$ cat src/rtl/up_counter_4bits_if.sv
// up_counter_4bits_if: count-enable, terminal flag and count value shared by the multiplier controller and its shift counter.
interface up_counter_4bits_if #(
    parameter int WIDTH = 4
);
    logic             CNT;
    logic             K;
    logic [WIDTH-1:0] Q;

    modport master (output CNT, input K, Q);
    modport slave  (input CNT, output K, Q);
endinterface

$ cat src/rtl/up_counter_4bits.sv
// up_counter_4bits: enabled wrap-around up-counter whose all-ones flag marks the final shift of a multiply.
module up_counter_4bits #(
    parameter int WIDTH = 4
) (
    input  logic              clk,
    input  logic              rst_n,
    up_counter_4bits_if.slave bus
);
    // Zero at power-up so the counter is usable even if rst_n never pulses.
    logic [WIDTH-1:0] count_q = '0;
    logic [WIDTH-1:0] count_d;

    always_comb count_d = bus.CNT ? count_q + WIDTH'(1) : count_q;

    always_ff @(posedge clk) begin
        if (!rst_n) count_q <= '0;
        else        count_q <= count_d;
    end

    assign bus.Q = count_q;
    assign bus.K = &count_q;
endmodule

$ cat src/flat_wrapper.sv
// flat-port wrapper written by rule: the top's interface ports become plain ports
module up_counter_4bits_flat 
#(
    parameter int WIDTH = 4
)
  (clk, rst_n, bus_CNT, bus_K, bus_Q);
  up_counter_4bits_if #(.WIDTH(WIDTH)) bus_i ();
  input  logic clk;
  input  logic rst_n;
  input wire logic [$bits(bus_i.CNT)-1:0] bus_CNT;
  output wire logic [$bits(bus_i.K)-1:0] bus_K;
  output wire logic [$bits(bus_i.Q)-1:0] bus_Q;
  assign bus_i.CNT = bus_CNT;
  assign bus_K = bus_i.K;
  assign bus_Q = bus_i.Q;
  up_counter_4bits #(.WIDTH(WIDTH)) u_core (.clk(clk), .rst_n(rst_n), .bus(bus_i));
endmodule
$ cat config.mk
export PLATFORM = sky130hd
export DESIGN_NAME = up_counter_4bits_flat
export DESIGN_NICKNAME = d
export VERILOG_FILES = /design/src/rtl/up_counter_4bits_if.sv /design/src/rtl/up_counter_4bits.sv /design/src/flat_wrapper.sv
export SDC_FILE = /design/constraint.sdc
export NUM_CORES = 1
export LEC_CHECK = 0
export CORE_AREA = 2 2 39 41
export CTS_CLUSTER_DIAMETER = 200
export DETAILED_ROUTE_END_ITERATION = 10
export DIE_AREA = 0 0 41 43
export DONT_BUFFER_PORTS = 1
export GPL_TIMING_DRIVEN = 0
export HOLD_SLACK_MARGIN = 0.12
export SYNTH_ARGS = -nofsm -noshare
export SYNTH_HDL_FRONTEND = slang
export SYNTH_SLANG_ARGS = --single-unit
$ cat constraint.sdc
create_clock -name clk -period 1.12 [get_ports clk]
set_input_delay 0.112 -clock clk [delete_from_list [all_inputs] [get_ports clk]]
set_output_delay 0.112 -clock clk [all_outputs]
set_load 0.005 [all_outputs]
==> results of run 1 <==
[metal layers]
layer | global-route usage | vias up | share of wire
met3 | 0.0785 | 0 | 0.12
li1 | - | 74 | -
met5 | 0 | - | 0
met4 | 0.0400 | 0 | 0
met1 | 0.0351 | 67 | 0.44
met2 | 0.0625 | 8 | 0.43
[path summary, 6_finish.rpt]
kind | startpoint | to | slack, ps | cells past startpoint
max | u_core.bus.Q[0] | bus_K | 40 | 2
min | u_core.bus.Q[3] | u_core.bus.Q[3] | 520 | 2
max reg2reg | u_core.bus.Q[0] | u_core.bus.Q[1] | 200 | 3
min reg2reg | u_core.bus.Q[3] | u_core.bus.Q[3] | 520 | 2
[cell families after synthesis]
group / Yosys count
flip-flops: 4
AO/OA/AOI/OAI: 2
multiplexers: 2
XOR/XNOR: 1
adder cells (fa/ha/maj): 1
buffers and inverters: 1
AND/OR/NAND/NOR: 7
[per-stage QoR]
step	worst slack, ps	instance area [µm²]
floorplan	205	178
global placement	169	198
detailed placement	152	198
CTS	1.83	243
global route	0.608	248
finish	43.6	248
[where the power goes]
part	total, W	leakage (nW)	switching (W)	internal (W)
clock	0.000178	0.0138	0.0000585	0.000120
sequential	0.000163	0.0336	0.0000103	0.000152
combinational	0.0000296	0.0589	0.0000128	0.0000168
[worst min-delay path, cell delays in order (launching register included)]
cell	delay [ps]
dfxtp_1	340
nand2_1	70
mux2i_1	60
[timing repair]
action                     CTS  global route
resized for setup            2             2
hold buffers                 2             0
gates cloned                 0             0
setup buffers                0             0
hold endpoints to repair     4             0
setup endpoints to repair    1             1
[final cells by class]
type	count	area (µm²)
inverters	1	3.75
fillers	147	1140
flip-flops and latches	4	85.1
repair buffers	2	20.0
well taps	16	20.0
multi-input cells	13	96.3
clock buffers	3	22.5
[Yosys cell counts, drive strengths merged]
cell type,instances,share of area
ha,1,0.070
nand2b,1,0.035
nand2,1,0.021
nand3b,1,0.042
mux2i,2,0.11
and3,1,0.035
inv,1,0.021
xnor2,1,0.049
a21oi,1,0.028
nor2,2,0.042
nand4,1,0.035
dfxtp,4,0.45
a21bo,1,0.056
==> reports/qor.yml, run 1 <==
synth_top_family_by_area: "simple AND/OR/NAND/NOR gates"
cpPeakStageDelay_ps: 350
dr_total_vias: 149
netlist_instances: 18
die_w_um: 41
grt_pass1_wl_um: 503
cts_tree: "done"
ys_warn_count: 0
synth_area_per_cell_um2: 9.87
slew_viol_final: 0
dp_cells: 34
path_max_fanout: 4
worst-slew-pin-transition_ps: 219
dieArea_mm2: 0.00176
initial_core_util: 0.128
max_slew_margin: 0.854
max_cap_viol_count: 0
hold_path_class: "register to register"
synth_xor_area_frac: 0.0493
grt_pass1_vias: 145
root_buffer: "clkbuf_4"
hold_viol_final: 0
ys_ff_latch: 4
tns_ps: 0
overflow: 0
final_cell_mix: "clkbuf_4 (3), nor2_1 (2), mux2i_1 (2), dlygate4sd3_1 (2), dfxtp_1 (2)"
clock_path_buffers: 2
insertedDiodeCount: 0
power.leakage_nw: 0.106
outcome: "finished, final reports clean"
synth-adder-area-share: 0.0704
cp_num_buf_inv: 0
coreArea_mm2: 0.00138
routed_wl_um: 361
final_cells: 39
critPathRequiredTime_ps: 1010
track_usage: 0.0521
whs_ps: 520
start_kind: "register"
fmax_mhz: 929
path_delay_family: "flip-flops"
num_io_pins: 8
yosysUniqueCellTypes: 13
synthMuxAreaShare: 0.113
min_period_over_period: 0.961
worstPathArrival_ps: 960
largest_reg_flops: 4
syn2layout_area_growth_pct: 39.4
power.total_w: 0.000371
synth-compound-area-share: 0.0845
antenna_left: 0
endpoint_kind: "output pin"
yosysSeqAreaShare: 0.451
p_per_area_mw_per_mm2: 1500
io_buffers: 0
viasPerCell: 3.82
ir_worst_vdd_uv: 281
grt_max_degree: 6
row_count: 14
clk_pin_slew_ps: 40
drc: 0
insertion_delay_ps: 230
cts-htree-levels: 1
final_nets: 29
utilization: 0.179
cts_made_buffers: 3
drt_iter0_markers: 3
clock_sinks: 4
yosys.area_share.simple: 0.211
setup_viol: 0
wl_per_cell_um: 9.26
cpMaxStageDelayCell: "dfxtp_4"
synthesis.nets: 22
worstSetupPathType: "register to output pin"
firstDrtPassIters: 2
final_common_cell: "clkbuf_4"
min_period_ps: 1080
drive_above_1_share: 0.304
die_y_um: 43
gp_congestion: 0.543
antenna_found_initial: 0
worstPathCellList: "ha_2 > and3_1"
syn_area_um2: 178
fin_skew_ps: 3.16
rsz0062_at_grt: "no"
Power figures use the tool's default switching activity.
==> inputs of run 2 (changes only) <==
--- a/config.mk
+++ b/config.mk
@@ -12,6 +12,7 @@
 export DONT_BUFFER_PORTS = 1
 export GPL_TIMING_DRIVEN = 0
 export HOLD_SLACK_MARGIN = 0.12
+export PLACE_DENSITY = 0.33
 export SYNTH_ARGS = -nofsm -noshare
 export SYNTH_HDL_FRONTEND = slang
 export SYNTH_SLANG_ARGS = --single-unit
==> run 2 against run 1 <==
Net effect:
- routed wire length up 2.5%
- flip-flop and latch count unchanged
- setup slack better by 36 ps
- critical endpoint unchanged
==> reports/qor.yml, run 2 (same netlist as run 1, synthesis figures left out) <==
grt_pass1_wl_um: 586
routed_wl_um: 370
syn2layout_area_growth_pct: 45.1
io_buffers: 0
hold_viol_final: 0
worst-slew-pin-transition_ps: 231
cts_made_buffers: 3
die_w_um: 41
worstSetupPathType: "register to output pin"
insertedDiodeCount: 0
max_cap_viol_count: 0
final_common_cell: "clkbuf_4"
worstPathArrival_ps: 930
slew_viol_final: 0
worstPathCellList: "ha_4 > and3_1"
outcome: "finished, final reports clean"
final_nets: 29
setup_viol: 0
critPathRequiredTime_ps: 1010
whs_ps: 511
num_io_pins: 8
largest_reg_flops: 4
clk_pin_slew_ps: 40
antenna_left: 0
path_max_fanout: 4
busiest_layer: "met2"
final_cell_mix: "clkbuf_4 (3), nor2_1 (2), mux2i_1 (2), dlygate4sd3_1 (2), dfxtp_1 (2)"
root_buffer: "clkbuf_4"
cts_tree: "done"
power.leakage_nw: 0.107
ir_worst_vdd_uv: 379
grt_pass1_vias: 156
dieArea_mm2: 0.00176
coreArea_mm2: 0.00138
antenna_found_initial: 0
insertion_delay_ps: 230
overflow: 0
gr-usage-met1: 0.0609
viasPerCell: 3.74
endpoint_kind: "output pin"
cpMaxStageDelayCell: "dfxtp_4"
min_period_over_period: 0.929
die_y_um: 43
dr_total_vias: 146
grt_max_degree: 6
drt_iter0_markers: 0
drc: 0
grtUsageMet3: 0.0524
max_slew_margin: 0.845
start_kind: "register"
cpPeakStageDelay_ps: 360
tns_ps: 0
firstDrtPassIters: 1
row_count: 14
clock_path_buffers: 2
postCtsSetupBuffers: 0
clock_sinks: 4
hold_path_class: "register to register"
track_usage: 0.0552
gr-usage-met2: 0.0625
cts-htree-levels: 1
fin_skew_ps: 3.93
initial_core_util: 0.128
wl_per_cell_um: 9.49
p_per_area_mw_per_mm2: 1440
drive_above_1_share: 0.304
rsz0062_at_grt: "no"
min_period_ps: 1040
fmax_mhz: 961
gp_congestion: 0.577
==> run 2: worst paths after layout <==
| path | endpoint | startpoint | depth (start not counted) | slack [ps] |
|---|---|---|---|---|
| max | bus_K | u_core.bus.Q[0] | 2 | 80 |
| min | u_core.bus.Q[3] | u_core.bus.Q[3] | 2 | 510 |
| max reg2reg | u_core.bus.Q[1] | u_core.bus.Q[0] | 3 | 220 |
| min reg2reg | u_core.bus.Q[3] | u_core.bus.Q[3] | 2 | 510 |
==> run 2: timing repair <==
item / in CTS / in global routing
endpoints found under the setup margin: 1 / 1
pin swaps: 0 / 0
hold buffers: 2 / 0
resized for setup: 3 / 2
gates cloned: 0 / 0
hold endpoints to repair: 4 / 0
==> run 2: area by class of cell <==
type                    count  area, µm²
multi-input cells          13        106
fillers                   157       1130
well taps                  16       20.0
repair buffers              2       20.0
inverters                   1       3.75
clock buffers               3       22.5
flip-flops and latches      4       85.1
==> run 2: metrics by stage <==
stage	utilization	worst slack, ps	instance area [µm²]	power [W]	std cells
floorplan	-	205	178	0.000180	18
global placement	0.143	156	198	0.000184	34
detailed placement	0.143	128	198	0.000186	34
CTS	0.177	24.1	245	0.000379	39
global route	0.186	41.5	258	0.000398	39
finish	0.186	79.2	258	0.000372	39
==> run 2: per-layer routing <==
metal / routed length, µm / vias up
met2: 125 / 8
met3: 53 / 0
li1: - / 75
met4: 0 / 0
met5: 0 / -
met1: 191 / 63
==> run 2: worst max-delay path: cells and delay by family, from the launching register on <==
family                     cells  cell delay, ps
adders and majority gates      1             160
DFF                            1             360
and+or+nand+nor                1             180
==> run 2: power by group <==
| group | switching, W | internal (W) |
|---|---|---|
| Combinational | 0.0000144 | 0.0000192 |
| Sequential | 0.0000129 | 0.000152 |
| Clock | 0.0000538 | 0.000120 |
==> inputs of run 3 (changes only) <==
--- a/config.mk
+++ b/config.mk
@@ -5,6 +5,7 @@
 export SDC_FILE = /design/constraint.sdc
 export NUM_CORES = 1
 export LEC_CHECK = 0
+export CAP_MARGIN = 25
 export CORE_AREA = 2 2 39 41
 export CTS_CLUSTER_DIAMETER = 200
 export DETAILED_ROUTE_END_ITERATION = 10
==> results of run 3 <==
Same layout as run 2: the final DEF is identical, and so are final timing and power.
